### config.mk
export PLATFORM = sky130hd
export DESIGN_NAME = instr_fetch_seq
export DESIGN_NICKNAME = d
export VERILOG_FILES = /design/src/rtl/instr_fetch_seq.sv
export SDC_FILE = /design/constraint.sdc
export NUM_CORES = 1
export LEC_CHECK = 0
export ABC_AREA = 1
export CAP_MARGIN = 25
export CORE_MARGIN = 5
export CORE_UTILIZATION = 55
export CTS_CLUSTER_DIAMETER = 50
export CTS_CLUSTER_SIZE = 14
export DETAILED_ROUTE_END_ITERATION = 10
export PLACE_DENSITY_LB_ADDON = 0.3
export SETUP_SLACK_MARGIN = 0.3
export SYNTH_ARGS = -nofsm -noshare
export SYNTH_HDL_FRONTEND = slang
export SYNTH_SLANG_ARGS = --single-unit
### constraint.sdc
create_clock -name clk -period 6.38 [get_ports clk]
set_clock_uncertainty 0.2 [all_clocks]
set_input_delay 1.276 -clock clk [delete_from_list [all_inputs] [get_ports clk]]
set_output_delay 1.276 -clock clk [all_outputs]
set_load 0.005 [all_outputs]
### src/rtl/instr_fetch_seq.sv
// Instruction fetch/sequencer feeding simple_cpu.
// Holds a small writable program memory. Each word is presented on 'instruction'
// for a class-dependent number of cycles, then the next word follows with no bubble.
module instr_fetch_seq #(
   parameter int unsigned INSTR_WIDTH    = 20,
   parameter int unsigned PROG_ADDR_BITS = 4,
   parameter int unsigned HOLD_ALU       = 4,
   parameter int unsigned HOLD_MEM       = 3,
   parameter int unsigned HOLD_NOP       = 1
) (
   input  logic                      clk,
   input  logic                      rst,
   input  logic                      prog_we,
   input  logic [PROG_ADDR_BITS-1:0] prog_addr,
   input  logic [INSTR_WIDTH-1:0]    prog_data,
   input  logic [PROG_ADDR_BITS:0]   prog_len,
   input  logic                      start,
   output logic [INSTR_WIDTH-1:0]    instruction,
   output logic                      instr_valid,
   output logic [PROG_ADDR_BITS-1:0] pc,
   output logic                      busy,
   output logic                      done
);

   localparam int unsigned DEPTH = 1 << PROG_ADDR_BITS;
   localparam int unsigned LEN_W = PROG_ADDR_BITS + 1;

   // A hold of zero cycles is meaningless; clamp to one.
   localparam int unsigned H_ALU = (HOLD_ALU == 0) ? 1 : HOLD_ALU;
   localparam int unsigned H_MEM = (HOLD_MEM == 0) ? 1 : HOLD_MEM;
   localparam int unsigned H_NOP = (HOLD_NOP == 0) ? 1 : HOLD_NOP;
   localparam int unsigned H_AM  = (H_ALU > H_MEM) ? H_ALU : H_MEM;
   localparam int unsigned H_MAX = (H_AM > H_NOP) ? H_AM : H_NOP;
   localparam int unsigned CNT_W = (H_MAX > 1) ? $clog2(H_MAX) : 1;

   typedef enum logic [1:0] {StIdle, StRun, StDone} state_e;

   state_e                    state_q, state_d;
   logic [PROG_ADDR_BITS-1:0] pc_q, pc_d;
   logic [CNT_W-1:0]          cnt_q, cnt_d;
   logic [LEN_W-1:0]          len_q, len_d;
   logic [INSTR_WIDTH-1:0]    instr_q, instr_d;
   logic                      valid_q, valid_d;

   logic [INSTR_WIDTH-1:0]    mem [DEPTH];
   logic                      mem_we;
   logic [INSTR_WIDTH-1:0]    word0;
   logic [PROG_ADDR_BITS-1:0] pc_inc;
   logic [INSTR_WIDTH-1:0]    word_next;
   logic [LEN_W-1:0]          len_sat;
   logic                      last;

   // Remaining hold cycles after the first, from the class bits of a word.
   function automatic logic [CNT_W-1:0] hold_m1(input logic [INSTR_WIDTH-1:0] w);
      logic [CNT_W-1:0] h;
      case (w[INSTR_WIDTH-1 -: 2])
         2'b00:   h = CNT_W'(H_NOP - 1);
         2'b01:   h = CNT_W'(H_ALU - 1);
         default: h = CNT_W'(H_MEM - 1);
      endcase
      return h;
   endfunction

   assign mem_we    = prog_we && (state_q != StRun);
   // A same-cycle write to address 0 must be what a start issues.
   assign word0     = (mem_we && (prog_addr == '0)) ? prog_data : mem[0];
   assign pc_inc    = pc_q + 1'b1;
   assign word_next = mem[pc_inc];
   assign len_sat   = (prog_len > LEN_W'(DEPTH)) ? LEN_W'(DEPTH) : prog_len;
   assign last      = ({1'b0, pc_q} == (len_q - 1'b1));

   // Program memory: no reset, so contents survive rst.
   always_ff @(posedge clk) begin
      if (mem_we) begin
         mem[prog_addr] <= prog_data;
      end
   end

   // Next-state and next-output logic for the sequencer.
   always_comb begin
      state_d = state_q;
      pc_d    = pc_q;
      cnt_d   = cnt_q;
      len_d   = len_q;
      instr_d = instr_q;
      valid_d = valid_q;
      case (state_q)
         StIdle, StDone: begin
            if (start) begin
               len_d = len_sat;
               if (len_sat == '0) begin
                  state_d = StDone;
                  instr_d = '0;
                  valid_d = 1'b0;
               end else begin
                  state_d = StRun;
                  pc_d    = '0;
                  instr_d = word0;
                  valid_d = 1'b1;
                  cnt_d   = hold_m1(word0);
               end
            end
         end
         StRun: begin
            if (cnt_q != '0) begin
               cnt_d = cnt_q - 1'b1;
            end else if (last) begin
               // pc stays on the final address; pc+1 is never used here.
               state_d = StDone;
               instr_d = '0;
               valid_d = 1'b0;
               cnt_d   = '0;
            end else begin
               pc_d    = pc_inc;
               instr_d = word_next;
               cnt_d   = hold_m1(word_next);
            end
         end
         default: begin
            state_d = StIdle;
         end
      endcase
   end

   // Sequencer state and registered outputs.
   always_ff @(posedge clk) begin
      if (rst) begin
         state_q <= StIdle;
         pc_q    <= '0;
         cnt_q   <= '0;
         len_q   <= '0;
         instr_q <= '0;
         valid_q <= 1'b0;
      end else begin
         state_q <= state_d;
         pc_q    <= pc_d;
         cnt_q   <= cnt_d;
         len_q   <= len_d;
         instr_q <= instr_d;
         valid_q <= valid_d;
      end
   end

   assign instruction = instr_q;
   assign instr_valid = valid_q;
   assign pc          = pc_q;
   assign busy        = (state_q == StRun);
   assign done        = (state_q == StDone);

endmodule

# Word-level counts from Yosys, hierarchy flattened
# Memory sizes are Yosys's and may differ from the RTL's.
# Cells that the tools add are included.
# op_classes
n_addsub,3
magnitude_cmp,1
eq_ne,11
muxes,31
n_reduce_logical,16
# ops
cell,n
2-to-1 mux 20 bit,5
one-hot mux 20 bit (2 select lines),1
2-to-1 mux 2 bit,8
2-to-1 mux 4 bit,4
one-hot mux 2 bit (2 select lines),4
AND reduction 3 bit,3
"inequality test 2 bit, second input constant",4
one-hot mux 4 bit (2 select lines),1
"== test 2 x 1 -> 1 bit, second input constant",3
zero test 2 bit,3
2-to-1 mux 1 bit,6
== test 4 x 5 -> 1 bit,1
"> comparator 5 bit, second input constant",1
zero test 5 bit,1
2-to-1 mux 5 bit,1
AND reduction 5 bit,1
"subtractor 5 x 1 -> 5 bit, second input constant",1
"adder 4 x 1 -> 4 bit, second input constant",1
zero test 4 bit,1
"inequality test 2 x 1 -> 1 bit, second input constant",2
AND reduction 4 bit,1
nonzero test 2 bit,2
"== test 2 bit, second input constant",1
logical AND 1 bit,2
4 further kinds,4
# word_totals
regBits,34
ramBits,320
out_inout_bits,27
wordCells,69
mem_count,1
# mem_list
name,words,width,read_ports,rd_clocked_by_memory_dff,wr,line_no,source
mem,16,20,2,0,1,45,logic [INSTR_WIDTH-1:0] mem [DEPTH];

# Depth between registers and ports, before layout
# logic_depth
depth_word,9
depth_mapped,13
mapped_depth_nobuf,12

# Worst setup path before layout
# Ideal clock, no wire load.
# synth_timing
path_kind,in2reg
from,input prog_we
to,memory mem[10][0] (enable)
setup_ns,0.397
t_arrival_ns,2.486
path_slack_ns,3.298
stages,4
cell_sequence,inv_1 -> nor2_8 -> nand3_1 -> nor2_1
# synth_between
elab_chain_len,3
# synth_rtl
item,line_no,source
"start, declared",13,"input logic prog_we,"
logical AND 1 bit,64,assign mem_we = prog_we && (state_q != StRun);
2-to-1 mux 1 bit,74,if (mem_we) begin
2-to-1 mux 1 bit (not written as such),75,mem[prog_addr] <= prog_data;
"end, declared",45,
# Every way passes these cells.

# Worst setup path in the final report
# layout_timing
from,"register pc_q[0], in the netlist pc[0]"
to,"register instr_q[1], in the netlist instruction[1]"
# layout_between
elab_chain_len,5
elab_cells_between_ends,6
cone_classes,add/sub (1); eq/ne (1); mux (3); memory (1)
# layout_rtl
item,line_no,source
"start, declared",39,"logic [PROG_ADDR_BITS-1:0] pc_q, pc_d;"
"start signal, assigned",136,pc_q <= pc_d;
adder 4 x 1 -> 4 bit,67,assign pc_inc = pc_q + 1'b1;
memory (16 x 20 bit),-,
2-to-1 mux 20 bit (*),107,end else if (last) begin
2-to-1 mux 20 bit (*),105,if (cnt_q != '0) begin
one-hot mux 20 bit (2 select lines) (*),87,case (state_q)
"end signal, assigned",139,instr_q <= instr_d;
"end, declared",42,"logic [INSTR_WIDTH-1:0] instr_q, instr_d;"
# Mark *: on every way between the ends. The rest lies on a longest branch, timed or not. The select of a mux whose other input is x is not followed.
# A chain may end at the register's enable or synchronous reset.

==> impl_metrics.ini <==
[run_status]
run_status = completed

[global_routing]
wire_length_of_the_first_global_routing_pass_mm = 53.7
grt_max_degree = 107
vias_in_the_first_global_route = 9620
grt.overflow.total = 0
grtUsageTotal_pct = 22.5
antenna_found_initial = 0

[placement]
place_congestion = 0.858
post_place_worst_slack_ps = 2350
dp.final_hpwl_mm = 20.5
dpl.cell_count = 1612
io_buffers = 59

[floorplanning]
die-height_um = 174
die_outline_area_mm2 = 0.0302
dieWidth_um = 174
placement_rows = 60
core_mm2 = 0.0267
floorplan.io_pins = 60
initial_utilization_pct = 55.3

[synthesis]
edff_count_synth = 320
synthTopCellsByCount = sky130_fd_sc_hd__edfxtp_1 (320), sky130_fd_sc_hd__nand2_1 (276), sky130_fd_sc_hd__nand3_1 (128), sky130_fd_sc_hd__a21oi_1 (114), sky130_fd_sc_hd__nor2_1 (81)
synth_area_mm2 = 0.0147
post-synth-top-count-cell = sky130_fd_sc_hd__edfxtp_1
synth_adder_area_share_pct = 0.170
synth_simple_gate_area_share_pct = 14.3
yosys.area_share.xor_xnor_pct = 0.629
syn_inst = 1268
yosys-mux-area-fraction_pct = 0
synth-seq-area-share_pct = 69.9
yosys.cell_types.count = 33
main_synth_ff_type = sky130_fd_sc_hd__edfxtp_1
ys_ff_latch = 354
synth_top_cell_by_area = sky130_fd_sc_hd__edfxtp_1
synth.net_count = 1303
largest_family_of_logic_cells_by_synthesized_area = simple AND/OR/NAND/NOR gates
async_flop_share_pct = 0
avgSynthCellArea_um2 = 11.6
synth-warning-count = 0
yosys-top-cells-area = sky130_fd_sc_hd__edfxtp_1 (65%), sky130_fd_sc_hd__nand2_1 (7.0%), sky130_fd_sc_hd__dfxtp_1 (4.6%)
compound_gate_portion_of_the_synthesized_area_pct = 10.2
synth.top_cell.area_share_pct = 65.2

[sta]
period_share_pct = 57.0
setup_tns_ps = 0
layout_min_cycle_time_ps = 3630
report.final.slew_viol_count = 0
rsz0062_at_grt = false
number_of_hold_slack_violations_in_the_final_timing_report = 0
timing.slew.headroom_pct = 32.6
worst_slew_pin_slew_ps = 1010
fmax_ghz = 0.275
timing.final.setup_violations = 0
setup_ws_ps = 2750

[route]
ant_nets = 0
wl_per_cell_um = 20.6
drt_wl_total_mm = 34.4
drt_drc_violations_left = 0
detail_route.iter0.violations = 1225
detail_route.vias_per_cell = 5.92
route.vias.total = 9888
detail_route.first_pass.iterations = 6

[finish]
instances_no_fill = 1670
fraction_of_final_layout_cells_sized_beyond_drive_strength_1_pct = 8.05
nNetsFinal = 1344
antenna-diode-count = 0
syn_to_final_growth_pct = 13.6
final_core_util_pct = 62.8

[pwr]
pwr_density_cell_mw_per_mm2 = 297
ir_worst_vdd_mv = 0.198
static-leakage-power_nw = 5.93

[clock_tree]
cts_tree = done
clk_latency_ps = 510
clk_pin_slew_ps = 70
htree_levels = 2
cts_buffer_depth = 3
clock_buffers_created_by_tritoncts = 34
clock_tree_root_driver_cell = sky130_fd_sc_hd__clkbuf_16
cts_post_setup_buffers_inserted = 0
cts_resized = 0
cts.sinks = 354
post_cts_hold_buffer_count = 0

[worst_setup_path]
path_max_fanout = 80
cp_data_arrival_time_ps = 3870
timing_worst_setup_path_type = reg -> reg
regToRegStartpoint = pc[0]
crit_path_start_kind = register
ff2ff_setup_slack_ps = 2750
timing.critical_path.to_type = register
timing.reg2reg.worst_path_depth = 9
critical_path.reg2reg.endpoint = instruction[1]
cp_data_required_time_ps = 6610
timing.critical_path.from = pc[0]

[hold_path]
min_to = instruction[19]
hold_path_depth = 2
worst_hold_startpoint = instruction[19]
class_of_the_tightest_hold_or_removal_check = reg -> reg

[run]
maxCapViolCount = 0
==> through the flow <==
step           cell area [um^2]  hold WS, ps  power, mW
6_report                  16700          300       4.97
5_1_grt                   16700          325       5.14
3_3_place_gp              15400          273       3.07
3_5_place_dp              15600          285       3.08
4_1_cts                   16700          295       4.99
2_1_floorplan             14700          268       2.92
==> cell families (layout without fill, tap and decap cells) <==
| family | count (synthesis) | after routing |
|---|---|---|
| flops | 354 | 354 |
| compound gates | 267 | 267 |
| fa+ha+maj | 2 | 2 |
| buf+inv | 140 | 201 |
| simple gates | 497 | 497 |
| xor+xnor | 8 | 8 |
==> state kept, by name, summed over array words and instances, names as in the netlist <==
name,cells
instruction,20
state_q,2
mem,320
instr_valid,1
pc,4
cnt_q,2
len_q,5
==> metal layers <==
metal | part of all wire [%] | routed length (um) | vias to the layer above | global-route usage, %
met1 | 40 | 13700 | 4825 | 29.5
met5 | 0 | 0 | - | 0
met3 | 6.4 | 2200 | 72 | 3.08
met2 | 50 | 17400 | 393 | 38.9
li1 | - | - | 4598 | -
met4 | 3.4 | 1180 | 0 | 7.89
==> worst max-delay path: stages (launching register included) <==
cell	delay [ps]
sky130_fd_sc_hd__dfxtp_4	960
sky130_fd_sc_hd__ha_4	440
sky130_fd_sc_hd__inv_2	430
sky130_fd_sc_hd__buf_4	520
sky130_fd_sc_hd__a21oi_1	90
sky130_fd_sc_hd__a22oi_1	230
sky130_fd_sc_hd__nand2_1	130
sky130_fd_sc_hd__nand3_1	200
sky130_fd_sc_hd__nand3_1	120
sky130_fd_sc_hd__a31oi_1	170
==> layout make-up <==
cell class,instances,area [um^2]
clock buffer,46,970
clock inverter,10,92.6
fill,1983,9910
inverter,61,231
multi-input combinational,774,3780
sequential,354,10300
tap,341,427
timing repair buffer,84,941
==> cell usage in the layout, fill, tap and decap left out, types with 38 or more instances in the layout <==
cell type                           n
sky130_fd_sc_hd__a22oi_1           38
sky130_fd_sc_hd__nand3_1          128
sky130_fd_sc_hd__a21oi_1          114
sky130_fd_sc_hd__nand2_1          276
sky130_fd_sc_hd__inv_1             57
sky130_fd_sc_hd__o21ai_0           65
sky130_fd_sc_hd__clkdlybuf4s50_1   59
sky130_fd_sc_hd__nor2_1            66
sky130_fd_sc_hd__edfxtp_1         320
==> how the worst max path moves through the flow <==
stage | to | slack (ps) | cells after the start
detailed placement | mem[0][14] | 2350 | 6
floorplan | mem[10][0] | 3300 | 4
CTS | pc[0] | 2780 | 1
finish | instruction[1] | 2750 | 9
global route | instruction[11] | 2580 | 9
global placement | mem[0][12] | 2370 | 6
==> where the power goes <==
group | internal, mW | total, mW | switching [mW]
logic | 0.157 | 0.436 | 0.279
registers | 2.57 | 2.61 | 0.0335
clock network | 1.11 | 1.93 | 0.820
Note: power is estimated with default switching activity, not from simulation.
